### src/rtl/fsm_table_sequencer_pkg.sv
// Shared definitions for the table-driven FSM sequencer.
//   ctrl_t      : controller state encoding (IDLE/PRIME/RUN/DONE)
//   DEF_*       : default widths and start state used by the top module
package fsm_table_sequencer_pkg;

  typedef enum logic [1:0] {
    IDLE  = 2'd0,
    PRIME = 2'd1,
    RUN   = 2'd2,
    DONE  = 2'd3
  } ctrl_t;

  localparam int unsigned DEF_SW      = 3;
  localparam int unsigned DEF_OW      = 3;
  localparam int unsigned DEF_CW      = 8;
  localparam int unsigned DEF_INIT_ST = 2;

endpackage

### src/rtl/fsm_table_ram.sv
// Transition table storage: 2**AW x DW, one synchronous write port and
// one asynchronous read port. Contents are not reset.
//   clk   : write clock (rising edge)
//   we    : write enable
//   waddr : write address
//   wdata : write data
//   raddr : asynchronous read address
//   rdata : read data for raddr
module fsm_table_ram #(
  parameter int unsigned AW = 4,
  parameter int unsigned DW = 6
) (
  input  logic          clk,
  input  logic          we,
  input  logic [AW-1:0] waddr,
  input  logic [DW-1:0] wdata,
  input  logic [AW-1:0] raddr,
  output logic [DW-1:0] rdata
);

  logic [DW-1:0] mem [2**AW];

  always_ff @(posedge clk) begin
    if (we) mem[waddr] <= wdata;
  end

  assign rdata = mem[raddr];

endmodule

### src/rtl/fsm_table_sequencer.sv
// Controller for a runtime-loaded, table-driven Moore FSM.
// Table entry at {state,a} holds {next_state, out_of_state}.
//   clk, reset          : clock, synchronous active-high reset
//   cfg_we/addr/wdata   : table write port (accepted only in IDLE)
//   start, run_len      : begin a run of run_len steps (0 = until abort)
//   abort               : end the current run
//   a_valid, a, a_ready : input symbol handshake
//   out, out_valid      : output code of the current FSM state
//   busy, done          : controller not idle / run-complete pulse
//   step_cnt            : symbols accepted in current/last run
//   cfg_err             : sticky flag for table writes attempted while busy
module fsm_table_sequencer
  import fsm_table_sequencer_pkg::*;
#(
  parameter int unsigned SW      = DEF_SW,
  parameter int unsigned OW      = DEF_OW,
  parameter int unsigned CW      = DEF_CW,
  parameter int unsigned INIT_ST = DEF_INIT_ST
) (
  input  logic            clk,
  input  logic            reset,
  input  logic            cfg_we,
  input  logic [SW:0]     cfg_addr,
  input  logic [SW+OW-1:0] cfg_wdata,
  input  logic            start,
  input  logic [CW-1:0]   run_len,
  input  logic            abort,
  input  logic            a_valid,
  input  logic            a,
  output logic            a_ready,
  output logic [OW-1:0]   out,
  output logic            out_valid,
  output logic            busy,
  output logic            done,
  output logic [CW-1:0]   step_cnt,
  output logic            cfg_err
);

  localparam logic [SW-1:0] INIT = SW'(INIT_ST);

  ctrl_t           ctrl, ctrl_nxt;
  logic [SW-1:0]   fsm_state;
  logic [CW-1:0]   run_len_r;
  logic [CW-1:0]   step_inc;
  logic            wr_en;
  logic            accept;
  logic [SW:0]     rd0_addr, rd1_addr;
  logic [SW+OW-1:0] rd0_data, rd1_data;
  logic [SW-1:0]   nxt_state;
  logic [OW-1:0]   nxt_out;
  logic            unused_bits;

  assign wr_en = cfg_we && (ctrl == IDLE);

  // Two identically-written table copies: the first resolves the transition,
  // the second chains off it to fetch the next state's output code in the
  // same cycle (output lookup is always at {state,0}).
  assign rd0_addr  = {fsm_state, a};
  assign nxt_state = rd0_data[SW+OW-1 -: SW];
  assign rd1_addr  = (ctrl == PRIME) ? {INIT, 1'b0} : {nxt_state, 1'b0};
  assign nxt_out   = rd1_data[OW-1:0];
  assign unused_bits = ^{rd0_data[OW-1:0], rd1_data[SW+OW-1 -: SW]};

  fsm_table_ram #(.AW(SW+1), .DW(SW+OW)) u_tbl_next (
    .clk   (clk),
    .we    (wr_en),
    .waddr (cfg_addr),
    .wdata (cfg_wdata),
    .raddr (rd0_addr),
    .rdata (rd0_data)
  );

  fsm_table_ram #(.AW(SW+1), .DW(SW+OW)) u_tbl_out (
    .clk   (clk),
    .we    (wr_en),
    .waddr (cfg_addr),
    .wdata (cfg_wdata),
    .raddr (rd1_addr),
    .rdata (rd1_data)
  );

  // abort suppresses the accept so a same-cycle final symbol is not counted
  assign accept   = (ctrl == RUN) && a_valid && !abort;
  assign step_inc = step_cnt + CW'(1);

  always_comb begin
    ctrl_nxt = ctrl;
    unique case (ctrl)
      IDLE:  if (start) ctrl_nxt = PRIME;
      PRIME: ctrl_nxt = abort ? DONE : RUN;
      RUN: begin
        if (abort)
          ctrl_nxt = DONE;
        else if (accept && (run_len_r != '0) && (step_inc == run_len_r))
          ctrl_nxt = DONE;
      end
      DONE:  ctrl_nxt = IDLE;
      default: ctrl_nxt = IDLE;
    endcase
  end

  always_ff @(posedge clk) begin
    if (reset) begin
      ctrl      <= IDLE;
      fsm_state <= INIT;
      out       <= '0;
      step_cnt  <= '0;
      run_len_r <= '0;
      cfg_err   <= 1'b0;
    end else begin
      ctrl <= ctrl_nxt;
      if (cfg_we && (ctrl != IDLE)) cfg_err <= 1'b1;
      if ((ctrl == IDLE) && start) begin
        run_len_r <= run_len;
        step_cnt  <= '0;
        fsm_state <= INIT;
        cfg_err   <= 1'b0;
      end
      if (ctrl == PRIME) out <= nxt_out;
      if (accept) begin
        fsm_state <= nxt_state;
        out       <= nxt_out;
        step_cnt  <= step_inc;
      end
    end
  end

  assign a_ready   = (ctrl == RUN);
  assign out_valid = (ctrl == RUN);
  assign busy      = (ctrl != IDLE);
  assign done      = (ctrl == DONE);

endmodule
### config.mk
export PLATFORM = sky130hd
export DESIGN_NAME = fsm_table_sequencer
export DESIGN_NICKNAME = d
export VERILOG_FILES = /design/src/rtl/fsm_table_sequencer_pkg.sv /design/src/rtl/fsm_table_ram.sv /design/src/rtl/fsm_table_sequencer.sv
export SDC_FILE = /design/constraint.sdc
export NUM_CORES = 1
export LEC_CHECK = 0
export CAP_MARGIN = 40
export CORE_MARGIN = 3
export CORE_UTILIZATION = 43
export CTS_CLUSTER_DIAMETER = 80
export DETAILED_ROUTE_END_ITERATION = 6
export GPL_TIMING_DRIVEN = 0
export REMOVE_ABC_BUFFERS = 1
export SLEW_MARGIN = 20
export SYNTH_ARGS = -nofsm -noshare
export SYNTH_HDL_FRONTEND = slang
export SYNTH_SLANG_ARGS = --single-unit
### constraint.sdc
create_clock -name clk -period 5.3 [get_ports clk]
set_clock_uncertainty 0.05 [all_clocks]
set_input_delay 1.06 -clock clk [delete_from_list [all_inputs] [get_ports clk]]
set_output_delay 1.06 -clock clk [all_outputs]
set_load 0.02 [all_outputs]
==> results of run 1 <==
## worst min path at each step
stage,slack [ps],depth (start not counted),startpoint,end
2_1_floorplan,390,2,run_len_r[0]$_SDFFE_PP0P_,run_len_r[0]$_SDFFE_PP0P_
3_3_place_gp,420,2,run_len_r[0]$_SDFFE_PP0P_,run_len_r[0]$_SDFFE_PP0P_
3_5_place_dp,430,2,run_len_r[0]$_SDFFE_PP0P_,run_len_r[0]$_SDFFE_PP0P_
4_1_cts,440,2,run_len_r[0]$_SDFFE_PP0P_,run_len_r[0]$_SDFFE_PP0P_
5_1_grt,480,2,run_len_r[0]$_SDFFE_PP0P_,run_len_r[0]$_SDFFE_PP0P_
6_report,440,2,run_len_r[0]$_SDFFE_PP0P_,run_len_r[0]$_SDFFE_PP0P_
## power breakdown
group          leakage, nW  internal, mW  switching, mW  total, mW
clock network        0.102         0.195          0.275      0.470
logic                0.748         0.195          0.263      0.458
registers            0.853         0.861         0.0347      0.896
total                 1.70          1.25          0.572       1.82
## worst register-to-register path, cell delays in order, from the launching register on
cell and delay [ps]:
dfxtp_1 340, inv_1 140, ha_1 250, and3b_1 570, o2111ai_1 200, a211oi_1 240
o2111ai_1 250, a2bb2o_1 310, a221oi_1 270
## metrics by stage
step,instance area [µm²],std cells,total power [mW],utilization
6_report,5050,518,1.82,0.531
5_1_grt,5050,518,1.93,0.531
4_1_cts,5050,518,1.84,0.531
3_5_place_dp,4850,502,1.37,0.511
3_3_place_gp,4800,496,1.36,0.505
2_1_floorplan,4240,327,1.20,-
## final cells by class
type,instances,area share
Clock buffer,10,0.0273
Multi-Input combinational cell,222,0.306
Clock inverter,6,0.0119
Timing Repair Buffer,46,0.0892
Sequential cell,97,0.527
Tap cell,129,0.0320
Inverter,8,0.00595
## cells in the final DEF (no fill, tap or decap), drive strengths merged, types with 2 or more instances in the layout
master | synthesis | routed
a21oi | 17 | 17
edfxtp | 72 | 72
nor2 | 32 | 32
inv | 8 | 12
mux2i | 13 | 13
o2111a | 3 | 3
and3 | 2 | 2
ha | 6 | 6
xnor2 | 6 | 6
and2 | 8 | 8
o21ai | 9 | 9
nand4 | 4 | 4
mux2 | 2 | 2
a211oi | 5 | 5
a22oi | 4 | 4
a211o | 3 | 3
o2111ai | 2 | 2
mux4 | 9 | 9
nor2b | 2 | 2
a221oi | 7 | 7
a22o | 2 | 2
nand2b | 4 | 4
xor2 | 2 | 2
buf | 5 | 6
clkbuf | 10 | 10
nor3 | 15 | 15
or3 | 2 | 2
clkinv | 0 | 2
nand2 | 34 | 34
dfxtp | 25 | 25
nor4 | 9 | 9
clkdlybuf4s50 | 0 | 40
nand3 | 5 | 5
## registers in the layout (all words and copies together) (netlist names)
signal and count:
out 3, step_cnt 8, u_tbl_next.mem 36, cfg_err 1
u_tbl_out.mem 36, run_len_r 8, fsm_state 3, ctrl 2
## per-layer routing
layer,routed length (µm),vias to the layer above,share of wire,track usage
met5,0,-,0,0
met4,82,0,0.0089,0.0555
met3,449,8,0.049,0.0322
met2,4530,69,0.49,0.276
met1,4130,1386,0.45,0.231
li1,-,1394,-,-
## kinds of logic after synthesis
family,after synthesis
xor+xnor,8
fa+ha+maj,6
flops,97
buf+inv,23
simple gates,120
mux,24
compound gates,64
==> metrics, run 1 <==
gr ovfl total=0; Max-Cap Viols=0; Top delay family on crit path=buffers and inverters; Post-CTS Setup Bufs=0; filler cell count in the final layout=813; simple-gate portion of the synthesized area=0.131; die width=106 µm; clock transition at the registers of the reported paths=roughly 100 ps; hold crit path type=reg -> reg; status=completed; sequential element share of the synthesized area=0.616; Post-Route WL=slightly above 9000 µm; Cell Area, Synth=4320 µm²; crit path cell chain=clkdlybuf4s50_1, buf_8, mux4_2, mux2_4, a22o_1, a221oi_1, nor3_1, o2111a_1; final hold viol count=0; area grow syn2layout=16.9%; Storage cell area=around 2700 µm²; Initial Utilization=0.455; Pwr Density=361 nW/µm²; CP Launch Point=a; Synth Area in Compound Gates=0.110; IO Pins=slightly above 40; CP startpoint kind=input port; critical path class=in -> reg; vias=2857; number of flops mapped to enable cells by yosys=72; PortBufs=40; DRT antenna net count=0; fin worst setup slack=around 1600 ps; Max Slew Vio Count=0; Root Buffer=clkbuf_8; # clock sinks=97; CP endpoint kind=flop; main flop type after synthesis=edfxtp_1; CP Max Fanout=12; Die H=roughly 110 µm; Final Hold Slack=around 440 ps; Initial DRC Count=~170; Worst Path Buf+Inv=2; Async SR Flop Fraction=0; worst-case clock buffer depth=2; number of global-route vias before repair=between 2000 and 3000; clock latency at the later pin of the worst-skew pair=about 360 ps; r2r endpoint=ctrl[0]$_SDFFE_PP0P_; Yosys cell types=between 50 and 60; Inserted Diodes=0; post-cts resize count=0; initial antenna violation count=0; mux share of post-synthesis cell area=0.0840; Final Cycle Share=0.706; Worst VDD drop=approximately 0.15 mV; top cell type's share of synthesized area=0.501; row cnt=35; critical path required time=approximately 5500 ps; drt wl/cell=between 15 and 20 µm; TNS Setup=0 ps; gr usage total=0.170; hpwl dp=6570 µm; largest family of logic cells by synthesized area=simple AND/OR/NAND/NOR gates; Adder-Cell Fraction of Synth Area=0.0174; Seq cells post-synth=97; DRC=0; # setup viols final=0; synth top area cells=edfxtp_1, dfxtp_1, mux4_2, mux2i_1, nand2_1; Worst-Margin Slew=about 700 ps; Synth Area per Inst=about 13 µm²; FF-to-FF setup slack=between 2000 and 3000 ps; 1st-pass router iterations=4; H-tree Lvls=3; vias per std cell=5.52; largest net degree at the start of global routing=20; crit path capture=out[0]$_SDFFE_PP0P_; Core Area=about 9500 µm²; post-synthesis xor/xnor area fraction=0.0162; die area=11300 µm²; Num CTS Buffers=9; Synth area leader=edfxtp_1; slew margin rel.=0.520; global-route wire length before repair=14800 µm; fin crit period=3740 ps; Reg2Reg Depth=8; Worst Path Arrival=3950 ps; synth cell count leaders=edfxtp_1, nand2_1, nor2_1, dfxtp_1, a21oi_1; Synthesis Warnings=0; static leakage=~1.7 nW; GP Congestion=approximately 0.8; nets=between 400 and 500; area occupied by multi-input gates=between 1500 and 2000 µm²; layout cell share with drive strength beyond 1=0.0900; unrepaired setup endpoints after global routing=no; FMAX=0.267 GHz; Synth Instances=342; R2R Path Start=ctrl[0]$_SDFFE_PP0P_; CTS Hold Buffers Added=0; TritonCTS clock tree=done; Setup Slack @ Placement=roughly 1100 ps; count leader, synth=edfxtp_1; Crit path largest cell delay=just under 800 ps; WP depth=8; slowest stage cell, crit path=clkdlybuf4s50_1
Power figures use the tool's default switching activity.
==> run 2, diff against run 1 <==
--- a/config.mk
+++ b/config.mk
@@ -11,6 +11,7 @@
 export CTS_CLUSTER_DIAMETER = 80
 export DETAILED_ROUTE_END_ITERATION = 6
 export GPL_TIMING_DRIVEN = 0
+export PLACE_DENSITY = 0.65
 export REMOVE_ABC_BUFFERS = 1
 export SLEW_MARGIN = 20
 export SYNTH_ARGS = -nofsm -noshare
==> constraint.sdc (replaced) <==
create_clock -name clk -period 3.4 [get_ports clk]
set_clock_uncertainty 0.05 [all_clocks]
set_input_delay 0.68 -clock clk [delete_from_list [all_inputs] [get_ports clk]]
set_output_delay 0.68 -clock clk [all_outputs]
set_load 0.02 [all_outputs]
==> metrics, run 2 (synthesis results as in run 1) <==
Reg2Reg Depth=8 (unchanged); status=completed; Initial Utilization=0.455 (unchanged); critical path required time=3660 ps (-1840 ps); Tot Pwr=2.78 mW (+52%); Post-CTS Setup Bufs=0 (unchanged); Placement Cell Area=4850 µm² (unchanged); row cnt=35 (unchanged); crit path cell chain=dlygate4sd2_1, buf_8, mux4_2, mux2_4, a22o_1, mux2i_1, a211oi_1, o2111a_1; layout cell share with drive strength beyond 1=0.0900 (unchanged); WP depth=8 (unchanged); initial antenna violation count=0 (unchanged); die area=11300 µm² (unchanged); commonest cells after routing, fill and taps aside=edfxtp_1, clkdlybuf4s50_1, nand2_1, nor2_1, dfxtp_1; worst-case clock buffer depth=2 (unchanged); CP Max Fanout=12 (unchanged); Core Area=9500 µm² (unchanged); area grow syn2layout=16.4%; critical path class=in -> reg; Setup Slack @ Placement=-385 ps (-1520 ps); die width=106 µm (unchanged); TNS Setup=0 ps (unchanged); CP startpoint kind=input port; Num CTS Buffers=9 (unchanged); Worst VDD drop=0.288 mV (+86%); slowest stage cell, crit path=mux4_2; number of global-route vias before repair=2745 (+1.5%); CP endpoint kind=flop; CTS Hold Buffers Added=0 (unchanged); clock transition at the registers of the reported paths=90 ps (about the same); # setup viols final=0 (unchanged); drt wl/cell=17.4 µm (-2.2%); unrepaired setup endpoints after global routing=no; slew margin rel.=0.476 (-0.0442); Die H=106 µm (unchanged); FMAX=around 0.32 GHz; vias per std cell=5.56 (+0.84%); hpwl dp=6500 µm (-1.0%); gr usage total=0.164 (-0.00608); static leakage=1.69 nW (-0.55%); Top delay family on crit path=multiplexers; Final Cycle Share=0.925; DRT antenna net count=0 (unchanged); hold crit path type=reg -> reg; fin crit period=3150 ps; H-tree Lvls=3 (unchanged); Max-Cap Viols=0 (unchanged); gr ovfl total=0 (unchanged); clock latency at the later pin of the worst-skew pair=360 ps (about the same); Crit path largest cell delay=530 ps (-250 ps); Worst Path Arrival=3400 ps (-550 ps); hold path depth=2 (unchanged); 1st-pass router iterations=4 (unchanged); vias=2881 (+0.84%); GP Congestion=0.804 (+0.45%); post-cts resize count=1 (+1); PortBufs=40 (unchanged); top flop regs=u_tbl_next.mem (36), u_tbl_out.mem (36); DRC=0 (unchanged); most common cell after layout, fill and taps aside=edfxtp_1; Pwr Density=552 nW/µm² (+53%); TritonCTS clock tree=done; final hold viol count=0 (unchanged); Root Buffer=clkbuf_8; global-route wire length before repair=14300 µm (-3.3%); Initial DRC Count=196 (+17%); Max Slew Vio Count=0 (unchanged); nets=415 (unchanged); # clock sinks=97 (unchanged); IO Pins=41 (unchanged); Post-Route WL=9000 µm (-2.2%); fin worst setup slack=254 ps (-1300 ps); Inserted Diodes=0 (unchanged); Worst-Margin Slew=784 ps (+66.0 ps); largest net degree at the start of global routing=19 (-5.0%); Worst Path Buf+Inv=2 (unchanged); design area=5030 µm² (-0.47%); Final Hold Slack=436 ps (-3.49 ps)
==> run 2: metrics by stage <==
stage	std cells	util
floorplan	327	-
global placement	496	0.505
detailed placement	502	0.511
CTS	518	0.529
global route	518	0.529
finish	518	0.529
==> run 2: worst reg2reg max path, cell delays in order, from the launching register on <==
cell	delay, ps
dfxtp_1	330
inv_1	140
ha_1	250
and3b_1	520
o2111ai_1	190
a211oi_1	250
o2111ai_1	240
a2bb2o_1	300
a221oi_1	300
==> run 2: path summary, 6_finish.rpt <==
| check | to | slack, ps | startpoint |
|---|---|---|---|
| worst max-delay path | out[1]$_SDFFE_PP0P_ | 250 | a |
| worst min-delay path | run_len_r[0]$_SDFFE_PP0P_ | 440 | run_len_r[0]$_SDFFE_PP0P_ |
| worst max register to register | ctrl[0]$_SDFFE_PP0P_ | 720 | ctrl[0]$_SDFFE_PP0P_ |
| worst min register to register | run_len_r[0]$_SDFFE_PP0P_ | 440 | run_len_r[0]$_SDFFE_PP0P_ |
==> run 2: metal layers <==
metal	global-route usage	part of all wire	up-vias
met5	0	0	-
met4	0.0518	0.011	0
met3	0.0358	0.043	10
met2	0.278	0.49	69
met1	0.210	0.45	1418
li1	-	-	1384
==> run 2: power breakdown <==
part / switching (mW) / leakage [nW] / internal, mW
Clock: 0.395 / 0.0917 / 0.272
Sequential: 0.0538 / 0.853 / 1.34
Combinational: 0.409 / 0.750 / 0.304
Total: 0.858 / 1.69 / 1.92
==> run 2: area by class of cell <==
class                      count  area (µm²)
clock buffer                   9         124
clock inverter                 7        51.3
fill                         829        4480
inverter                       8        30.0
multi-input combinational    222        1550
sequential                    97        2660
tap                          129         161
timing repair buffer          46         449
==> run 3, diff against run 2 <==
--- a/config.mk
+++ b/config.mk
@@ -7,11 +7,10 @@
 export LEC_CHECK = 0
 export CAP_MARGIN = 40
 export CORE_MARGIN = 3
-export CORE_UTILIZATION = 43
+export CORE_UTILIZATION = 32
 export CTS_CLUSTER_DIAMETER = 80
 export DETAILED_ROUTE_END_ITERATION = 6
 export GPL_TIMING_DRIVEN = 0
-export PLACE_DENSITY = 0.65
 export REMOVE_ABC_BUFFERS = 1
 export SLEW_MARGIN = 20
 export SYNTH_ARGS = -nofsm -noshare
==> metrics, run 3 (synthesis results as in run 1) <==
r2r endpoint=ctrl[0]$_SDFFE_PP0P_; Power Internal=2.23 mW (+16%); Reg power frac=0.445 (-0.058); CP startpoint kind=input port; Post-Route WL=9400 µm (+4.4%); critical path required time=3580 ps (-80 ps); FMAX=0.314 GHz (-1.2%); R2R Path Start=ctrl[0]$_SDFFE_PP0P_; Worst-Margin Slew=782 ps (-1.96 ps); Net Sw Power=906 µW (+5.6%); Crit path largest cell delay=530 ps (about the same); area grow syn2layout=20.6%; IO Pins=41 (unchanged); fin crit period=3180 ps (+38.2 ps); Initial DRC Count=239 (+22%); Worst VDD drop=0.303 mV (+5.3%); Pwr Density=602 nW/µm² (+9.0%); number of global-route vias before repair=2785 (+1.5%); Storage cell area=2660 µm² (unchanged); DRT antenna net count=0 (unchanged); drt wl/cell=16.7 µm (-3.6%); filler cell count in the final layout=1236 (+49%); hpwl dp=6760 µm (+4.0%); TritonCTS clock tree=done; Worst Path Arrival=3370 ps (-30 ps); PortBufs=40 (unchanged); crit path cell chain=dlygate4sd2_1, buf_8, mux4_2, mux2_4, a22o_1, a221oi_1, nor3_1, o2111a_1; design area=5210 µm² (+3.6%); top flop regs=u_tbl_next.mem (36), u_tbl_out.mem (36); Clk pwr share=0.326 (+0.086); clock transition at the registers of the reported paths=70 ps (-20 ps); layout cell share with drive strength beyond 1=0.0874 (-0.00257); initial antenna violation count=0 (unchanged); nets=415 (unchanged); static leakage=1.75 nW (+3.2%); Layout Cells excl Fill=561 (+8.3%); # setup viols final=0 (unchanged); status=completed; row cnt=41 (+17%); slowest stage cell, crit path=mux4_2; critical path class=in -> reg; FF-to-FF setup slack=720 ps (about the same); Post-CTS Setup Bufs=0 (unchanged); most common cell after layout, fill and taps aside=edfxtp_1; combinational share of power=0.229 (-0.028); final hold viol count=0 (unchanged); CP endpoint kind=flop; # clock sinks=97 (unchanged); Max-Cap Viols=0 (unchanged); unrepaired setup endpoints after global routing=no; GP Congestion=0.833 (+3.6%); gr ovfl total=0 (unchanged); switching fraction of total power=0.289 (-0.0201); CTS Hold Buffers Added=0 (unchanged); Inserted Diodes=0 (unchanged); CP Max Fanout=12 (unchanged); HP Start=run_len_r[7]$_SDFFE_PP0P_; global-route wire length before repair=15000 µm (+4.9%); Max Slew Vio Count=0 (unchanged); die width=122 µm (+15%); Root Buffer=clkbuf_16; Final Cycle Share=0.936 (+0.0112); commonest cells after routing, fill and taps aside=edfxtp_1, clkdlybuf4s50_1, nand2_1, nor2_1, dfxtp_1; Hold Path Sink=run_len_r[7]$_SDFFE_PP0P_; die area=14900 µm² (+32%); worst-case clock buffer depth=2 (unchanged); area occupied by multi-input gates=1550 µm² (unchanged); H-tree Lvls=3 (unchanged); hold crit path type=reg -> reg; Initial Utilization=0.334 (-0.120); Placement Cell Area=4910 µm² (+1.1%); post-cts resize count=1 (unchanged); Die H=122 µm (+15%); vias per std cell=5.08 (-8.7%); Num CTS Buffers=9 (unchanged); largest net degree at the start of global routing=19 (unchanged); 1st-pass router iterations=4 (unchanged); slew margin rel.=0.477 (+0.00131); hold path depth=2 (unchanged); Core Area=12900 µm² (+36%); gr usage total=0.132 (-0.0318); vias=2849 (-1.1%); placed cell count=545 (+8.6%); clock latency at the later pin of the worst-skew pair=340 ps (-20 ps); Reg2Reg Depth=8 (unchanged); DRC=0 (unchanged)
-- run 3: changes by cell type in the layout (fill, tap and decap cells not counted), sizes merged --
cell / before / now
clkinv: 3 / 1
bufinv: 0 / 1
clkbuf: 9 / 10
-- run 3: routing by layer --
metal,part of all wire,routed length [µm],global-route usage
met3,0.053,502,0.0334
met4,0.011,102,0.0350
met5,0,0,0
met1,0.46,4330,0.183
met2,0.47,4460,0.209
-- run 3: worst max-delay path by stage --
stage | to | depth (start not counted) | start
finish | out[0]$_SDFFE_PP0P_ | 8 | a
global route | out[0]$_SDFFE_PP0P_ | 8 | a
CTS | out[0]$_SDFFE_PP0P_ | 8 | a
detailed placement | out[0]$_SDFFE_PP0P_ | 8 | a
global placement | out[0]$_SDFFE_PP0P_ | 7 | a
floorplan | ctrl[0]$_SDFFE_PP0P_ | 8 | ctrl[0]$_SDFFE_PP0P_
-- run 3: power groups by stage --
stage               registers, mW  clock network, mW  logic, mW
global route                 1.40               1.10      0.800
finish                       1.39               1.02      0.719
global placement             1.42                  0      0.707
detailed placement           1.42                  0      0.727
floorplan                    1.43                  0      0.437
CTS                          1.40               1.04      0.729
-- run 3: metrics by stage --
stage | setup TNS, ps | hold slack (ps) | setup WS (ps) | util | power (mW)
2_1_floorplan | 0 | 394 | 881 | - | 1.87
3_3_place_gp | -2120 | 431 | -679 | 0.376 | 2.13
3_5_place_dp | -1140 | 429 | -435 | 0.380 | 2.15
4_1_cts | 0 | 445 | 196 | 0.403 | 3.17
5_1_grt | 0 | 468 | 62.7 | 0.403 | 3.30
6_report | 0 | 442 | 216 | 0.403 | 3.13
-- run 3: final cells by class --
class                   instances  share of cell area
flip-flops and latches         97               0.511
well taps                     172              0.0413
multi-input cells             222               0.297
repair buffers                 46              0.0862
clock inverters                 6              0.0144
inverters                       8             0.00577
clock buffers                  10              0.0440
-- run 3: worst max-delay path: cells and delay by family --
| kind | cells | cell delay (ps) |
|---|---|---|
| AO/OA/AOI/OAI | 3 | 1030 |
| buffers and inverters | 2 | 690 |
| AND/OR/NAND/NOR | 1 | 110 |
| multiplexers | 2 | 850 |
